**src/rtl/spi_m_frame_seq.sv**
```systemverilog
// SPI master frame sequencer (optional inter-frame gap via SPI_SEQ_GAP_EN): TX FIFO word -> one-cycle spi_m_start, 2 clocks after landing in an idle FIFO -> wait for spi_m_done -> RX FIFO.
// Backpressure: writes to a full TX FIFO are dropped with tx_wr_err; words arriving at a full RX FIFO are dropped and set sticky rx_overflow.

module spi_m_frame_seq_fifo #(
  parameter int W     = 8,
  parameter int DEPTH = 4
) (
  input  logic         clk,
  input  logic         arstn,
  input  logic         push,
  input  logic         pop,
  input  logic [W-1:0] wr_data,
  output logic [W-1:0] rd_data,
  output logic         full,
  output logic         empty
);
  localparam int AW = $clog2(DEPTH);
  localparam logic [AW:0] PTR_ONE = 1;

  logic [W-1:0] mem [DEPTH];
  logic [AW:0]  wr_ptr;
  logic [AW:0]  rd_ptr;
  logic         do_push;
  logic         do_pop;

  assign empty   = (wr_ptr == rd_ptr);
  assign full    = (wr_ptr[AW] != rd_ptr[AW]) && (wr_ptr[AW-1:0] == rd_ptr[AW-1:0]);
  assign do_pop  = pop && !empty;
  // A full FIFO still accepts a push when the head leaves on the same edge.
  assign do_push = push && (!full || do_pop);
  assign rd_data = mem[rd_ptr[AW-1:0]];

  always_ff @(posedge clk) begin
    if (do_push) mem[wr_ptr[AW-1:0]] <= wr_data;
  end

  always_ff @(posedge clk or negedge arstn) begin
    if (!arstn) begin
      wr_ptr <= '0;
      rd_ptr <= '0;
    end else begin
      if (do_push) wr_ptr <= wr_ptr + PTR_ONE;
      if (do_pop)  rd_ptr <= rd_ptr + PTR_ONE;
    end
  end
endmodule

module spi_m_frame_seq #(
  parameter int DATA_WIDTH = 8,
  parameter int FIFO_DEPTH = 4,
  parameter int GAP_CYCLES = 10
) (
  input  logic                  clk,
  input  logic                  arstn,
  input  logic                  tx_wr_en,
  input  logic [DATA_WIDTH-1:0] tx_wr_data,
  output logic                  tx_full,
  output logic                  tx_wr_err,
  input  logic                  rx_rd_en,
  output logic [DATA_WIDTH-1:0] rx_rd_data,
  output logic                  rx_empty,
  output logic                  rx_overflow,
  output logic                  spi_m_start,
  output logic [DATA_WIDTH-1:0] data_m_send,
  input  logic                  spi_m_done,
  input  logic [DATA_WIDTH-1:0] data_m_recv,
  output logic                  busy
);
`ifdef SPI_SEQ_GAP_EN
  typedef enum logic [1:0] {IDLE, START, WAIT, GAP} state_t;
`else
  typedef enum logic [1:0] {IDLE, START, WAIT} state_t;
`endif

  state_t                state;
  state_t                state_nxt;
  logic                  tx_empty;
  logic                  rx_full;
  logic [DATA_WIDTH-1:0] tx_head;
  logic                  tx_pop;
  logic                  start_set;
  logic                  frame_done;

`ifdef SPI_SEQ_GAP_EN
  localparam int GW = (GAP_CYCLES > 1) ? $clog2(GAP_CYCLES) : 1;
  localparam logic [GW-1:0] GAP_LAST = GW'(GAP_CYCLES - 1);
  localparam logic [GW-1:0] GAP_ONE  = GW'(1);
  logic [GW-1:0] gap_cnt;

  always_ff @(posedge clk or negedge arstn) begin
    if (!arstn)              gap_cnt <= '0;
    else if (state != GAP)   gap_cnt <= '0;
    else                     gap_cnt <= gap_cnt + GAP_ONE;
  end
`endif

  spi_m_frame_seq_fifo #(.W(DATA_WIDTH), .DEPTH(FIFO_DEPTH)) u_tx_fifo (
    .clk     (clk),
    .arstn   (arstn),
    .push    (tx_wr_en && !tx_full),
    .pop     (tx_pop),
    .wr_data (tx_wr_data),
    .rd_data (tx_head),
    .full    (tx_full),
    .empty   (tx_empty)
  );

  spi_m_frame_seq_fifo #(.W(DATA_WIDTH), .DEPTH(FIFO_DEPTH)) u_rx_fifo (
    .clk     (clk),
    .arstn   (arstn),
    .push    (frame_done),
    .pop     (rx_rd_en),
    .wr_data (data_m_recv),
    .rd_data (rx_rd_data),
    .full    (rx_full),
    .empty   (rx_empty)
  );

  assign busy = (state != IDLE);

  // The first WAIT cycle carries the start pulse; done is only honoured after it.
  always_comb begin
    state_nxt  = state;
    tx_pop     = 1'b0;
    start_set  = 1'b0;
    frame_done = 1'b0;
    case (state)
      IDLE: begin
        if (!tx_empty) begin
          tx_pop    = 1'b1;
          state_nxt = START;
        end
      end
      START: begin
        start_set = 1'b1;
        state_nxt = WAIT;
      end
      WAIT: begin
        if (spi_m_done && !spi_m_start) begin
          frame_done = 1'b1;
`ifdef SPI_SEQ_GAP_EN
          state_nxt  = GAP;
`else
          state_nxt  = IDLE;
`endif
        end
      end
`ifdef SPI_SEQ_GAP_EN
      GAP: begin
        if (gap_cnt == GAP_LAST) state_nxt = IDLE;
      end
`endif
      default: state_nxt = IDLE;
    endcase
  end

  always_ff @(posedge clk or negedge arstn) begin
    if (!arstn) begin
      state       <= IDLE;
      spi_m_start <= 1'b0;
      data_m_send <= '0;
      tx_wr_err   <= 1'b0;
      rx_overflow <= 1'b0;
    end else begin
      state       <= state_nxt;
      spi_m_start <= start_set;
      tx_wr_err   <= tx_wr_en && tx_full;
      if (tx_pop) data_m_send <= tx_head;
      if (frame_done && rx_full && !rx_rd_en) rx_overflow <= 1'b1;
    end
  end
endmodule

```
**config.mk**
```make
export PLATFORM = sky130hd
export DESIGN_NAME = spi_m_frame_seq
export DESIGN_NICKNAME = d
export VERILOG_FILES = /design/src/rtl/spi_m_frame_seq.sv
export SDC_FILE = /design/constraint.sdc
export NUM_CORES = 1
export LEC_CHECK = 0
export CORE_UTILIZATION = 53
export DETAILED_ROUTE_END_ITERATION = 16
export GPL_TIMING_DRIVEN = 0
export PLACE_DENSITY = 0.74
export SYNTH_ARGS = -nofsm -noshare
export SYNTH_HDL_FRONTEND = slang
export SYNTH_SLANG_ARGS = --single-unit
```
**constraint.sdc**
```tcl
create_clock -name clk -period 3.9 [get_ports clk]
set_input_delay 0.585 -clock clk [delete_from_list [all_inputs] [get_ports clk]]
set_output_delay 0.585 -clock clk [all_outputs]
set_load 0.05 [all_outputs]
```
==> impl_metrics.prom <==
# TYPE chip_impl_metric gauge
chip_impl_info{name="crit_path_cell_trace",value="buf_6, mux4_1, clkdlybuf4s50_1"} 1
chip_impl_metric{name="clock_insertion_delay_worst_skew",unit="ps"} 350
chip_impl_metric{name="pwr-share-clk",unit="%"} 16.1
chip_impl_metric{name="syn_avg_cell_area",unit="sq um"} 20.6
chip_impl_metric{name="area_delta_synth_final",unit="%"} 19.7
chip_impl_metric{name="final_cell_count_no_fill",unit=""} 337
chip_impl_metric{name="worst_slew_margin_rel",unit="%"} 24.4
chip_impl_metric{name="fp.dieH",unit="um"} 86.2
chip_impl_metric{name="yosysWarningCount",unit=""} 0
chip_impl_metric{name="num_io_pins",unit=""} 43
chip_impl_metric{name="grt_start_max_net_pins",unit=""} 26
chip_impl_metric{name="clkTransAtPathRegs",unit="ps"} 90
chip_impl_metric{name="cts_post_setup_buffers_inserted",unit=""} 0
chip_impl_info{name="crit_path_start_kind",value="flop"} 1
chip_impl_metric{name="dpl-instance-area",unit="sq mm"} 0.00430
chip_impl_metric{name="finish.instance_area",unit="sq mm"} 0.00450
chip_impl_metric{name="die_area",unit="sq mm"} 0.00744
chip_impl_metric{name="detailroute.via_count",unit=""} 1682
chip_impl_metric{name="ctsHoldBuffers",unit=""} 0
chip_impl_info{name="crit_path_end_kind",value="primary output"} 1
chip_impl_metric{name="multiInputGateArea",unit="sq mm"} 0.00113
chip_impl_metric{name="fin_nets",unit=""} 267
chip_impl_metric{name="grt_antenna_before_repair",unit=""} 0
chip_impl_metric{name="drt_pass1_iterations",unit=""} 4
chip_impl_metric{name="final_ant_viol_nets",unit=""} 0
chip_impl_metric{name="synthArstFlopShare",unit="%"} 28.1
chip_impl_metric{name="fin_tns_setup",unit="ps"} 0
chip_impl_metric{name="detail_route.wl_per_cell",unit="um"} 16.1
chip_impl_metric{name="antenna_cells",unit=""} 0
chip_impl_metric{name="n_fill_cell",unit=""} 488
chip_impl_metric{name="clkSinkCount",unit=""} 89
chip_impl_metric{name="cts_resized",unit=""} 0
chip_impl_metric{name="synthDistinctLibCells",unit=""} 35
chip_impl_metric{name="synth_edf_count",unit=""} 64
chip_impl_info{name="rsz0062_at_grt",value="false"} 1
chip_impl_metric{name="transition_time_at_the_pin_with_the_least_slew_margin",unit="ps"} 1130
chip_impl_metric{name="max_freq",unit="MHz"} 360
chip_impl_metric{name="syn_nets",unit=""} 214
chip_impl_metric{name="place.detailed.hpwl",unit="mm"} 3.69
chip_impl_metric{name="final.min_clock_period",unit="ps"} 2780
chip_impl_metric{name="floorplan.die.width",unit="um"} 86.2
chip_impl_info{name="final_cell_mix",value="64 x edfxtp_1, 42 x clkdlybuf4s50_1, 25 x dfrtp_1"} 1
chip_impl_metric{name="timing_max_transition_violations_final",unit=""} 0
chip_impl_info{name="layout_commonest_cell",value="edfxtp_1"} 1
chip_impl_metric{name="power_density",unit="mW/mm^2"} 866
chip_impl_metric{name="cellInternalPower",unit="mW"} 2.40
chip_impl_metric{name="crit_arrival",unit="ps"} 2200
chip_impl_metric{name="count_of_buffers_from_port_buffering",unit=""} 42
chip_impl_info{name="worst-setup-path-type",value="reg -> out"} 1
chip_impl_metric{name="utilization",unit="%"} 65.9
chip_impl_metric{name="synth_area",unit="sq mm"} 0.00376
chip_impl_metric{name="period_share",unit="%"} 71.3
chip_impl_metric{name="post-route-drc-count",unit=""} 0
chip_impl_metric{name="cts_buffer_depth",unit=""} 2
chip_impl_metric{name="switchingPower",unit="mW"} 1.50
chip_impl_metric{name="h-tree-depth",unit=""} 3
chip_impl_metric{name="power_frac_comb",unit="%"} 47.7
chip_impl_metric{name="layout-drive-gt1-share",unit="%"} 19.5
chip_impl_metric{name="sequential_area",unit="sq mm"} 0.00255
chip_impl_metric{name="cts_bufs_inserted",unit=""} 9
chip_impl_metric{name="std_cell_rows",unit=""} 30
chip_impl_info{name="cts_root_buf",value="clkbuf_8"} 1
chip_impl_metric{name="netSwitchingFraction",unit="%"} 38.4
chip_impl_metric{name="seqPwrFrac",unit="%"} 36.2
chip_impl_info{name="hold_start",value="state[1]"} 1
chip_impl_metric{name="detail_route.wirelength",unit="mm"} 5.41
chip_impl_metric{name="postSynthCellCount",unit=""} 183
chip_impl_metric{name="dp_cells",unit=""} 321
chip_impl_metric{name="synth_sequential_area_ratio",unit="%"} 67.7
chip_impl_metric{name="initial_utilization",unit="%"} 55.1
chip_impl_info{name="min-delay-path-class",value="reg -> reg"} 1
chip_impl_metric{name="grt_pass1_wl",unit="mm"} 8.78
chip_impl_metric{name="timing_hold_violations_final",unit=""} 0
chip_impl_metric{name="max-vdd-ir-drop",unit="mV"} 0.431
chip_impl_metric{name="grt_pass1_vias",unit=""} 1747
chip_impl_metric{name="avg_vias_per_cell",unit=""} 4.99
chip_impl_metric{name="worstPathRequired",unit="ps"} 3310
chip_impl_metric{name="cp_max_fo",unit=""} 10
chip_impl_metric{name="synth.ff_latch_count",unit=""} 89
chip_impl_info{name="cts_tree",value="built"} 1
chip_impl_metric{name="reg2reg_setup_slack",unit="ps"} 2050
chip_impl_info{name="postSynth.topFlopCell",value="edfxtp_1"} 1
chip_impl_metric{name="setup_violations",unit=""} 0
chip_impl_metric{name="track_usage",unit="%"} 16.5
chip_impl_metric{name="cpPeakStageDelay",unit="ps"} 720
chip_impl_metric{name="leakage",unit="nW"} 1.65
chip_impl_metric{name="cap_violations",unit=""} 0
chip_impl_info{name="critical_path.startpoint",value="u_rx_fifo.rd_ptr[0]"} 1
chip_impl_info{name="regToRegStartpoint",value="u_tx_fifo.rd_ptr[1]"} 1
chip_impl_metric{name="placeableCoreArea",unit="sq mm"} 0.00683
chip_impl_metric{name="drt_first_iter_violations",unit=""} 92
chip_impl_metric{name="grt_overflow",unit=""} 0
chip_impl_info{name="critical_path.slowest_cell",value="clkdlybuf4s50_1"} 1
chip_impl_metric{name="timing.clock.skew",unit="ps"} 13.5
chip_impl_info{name="outcome",value="finished, final reports clean"} 1
chip_impl_metric{name="hold_slack",unit="ps"} 491
chip_impl_metric{name="place_congestion",unit=""} 0.693
==> sequential cells by signal, summed over array words and instances (netlist names) <==
name	flops
rx_overflow	1
spi_m_start	1
state	2
u_tx_fifo.wr_ptr	3
u_rx_fifo.rd_ptr	3
u_rx_fifo.mem	32
tx_wr_err	1
u_rx_fifo.wr_ptr	3
u_tx_fifo.mem	32
u_tx_fifo.rd_ptr	3
data_m_send	8
==> per-stage QoR <==
| stage | setup WS, ps | power [mW] |
|---|---|---|
| final | 1120 | 3.90 |
| after global routing | 1030 | 4.10 |
| after CTS | 1090 | 3.94 |
| after detailed placement | 1470 | 3.32 |
| after global placement | 1480 | 3.29 |
| after floorplan | 1800 | 2.85 |
==> power by group through the flow <==
stage               registers (mW)  clock network [mW]  logic (mW)
floorplan                     1.60                   0        1.25
global placement              1.43                   0        1.86
detailed placement            1.43                   0        1.88
CTS                           1.42               0.641        1.89
global route                  1.44               0.680        1.98
finish                        1.41               0.628        1.86
==> layer usage <==
metal	share of wire (%)	global-route usage [%]
met1	45	21.4
met3	3.8	3.43
met2	50	26.6
met4	1.5	8.64
met5	0	0
==> synth_stat cells (all sizes together) (2+ instances only) <==
cell	instances	area, sq um
xor2	5	58.8
nor2b	2	12.5
nand2	4	17.5
dfrtp	25	626
and2	9	58.8
a31oi	4	55.1
mux2	10	139
a21oi	2	10.0
ha	10	125
mux4	16	402
o21ai	3	15.0
inv	6	22.5
xnor2	9	154
buf	5	61.3
edfxtp	64	1920
==> critical path, delay by kind of cell, from the launching register on <==
| kind | cells | cell delay, ps |
|---|---|---|
| buf+inv | 2 | 910 |
| mux | 1 | 580 |
| flops | 1 | 370 |
==> path summary, 6_finish.rpt <==
path	endpoint	cells after the start
setup reg to reg	u_tx_fifo.mem[3][0]	4
hold / removal	spi_m_start	1
max in group asynchronous	u_tx_fifo.rd_ptr[1]	1
hold reg to reg	spi_m_start	1
min in group asynchronous	u_tx_fifo.wr_ptr[1]	1
setup / recovery	rx_rd_data[6]	3
==> cells by family (layout without fill, tap and decap cells) <==
| kind of cell | after synthesis | after routing | share of synthesized area (%) |
|---|---|---|---|
| and+or+nand+nor | 21 | 21 | 3.43 |
| buffers and inverters | 11 | 69 | 2.23 |
| DFF | 89 | 89 | 67.7 |
| xor gates and xnor gates | 14 | 14 | 5.66 |
| adders and majority gates | 10 | 10 | 3.33 |
| AOI/OAI and AO/OA | 12 | 12 | 3.26 |
| muxes | 26 | 26 | 14.4 |
==> cell type report <==
type                    count  share of cell area, %
inverters                   6                  0.500
flip-flops and latches     89                   56.6
repair buffers             42                   9.34
well taps                  96                   2.67
multi-input cells          83                   25.1
clock buffers               9                   2.75
clock inverters             7                   1.72
plain buffers               5                   1.36
Note: power is estimated with default switching activity, not from simulation.
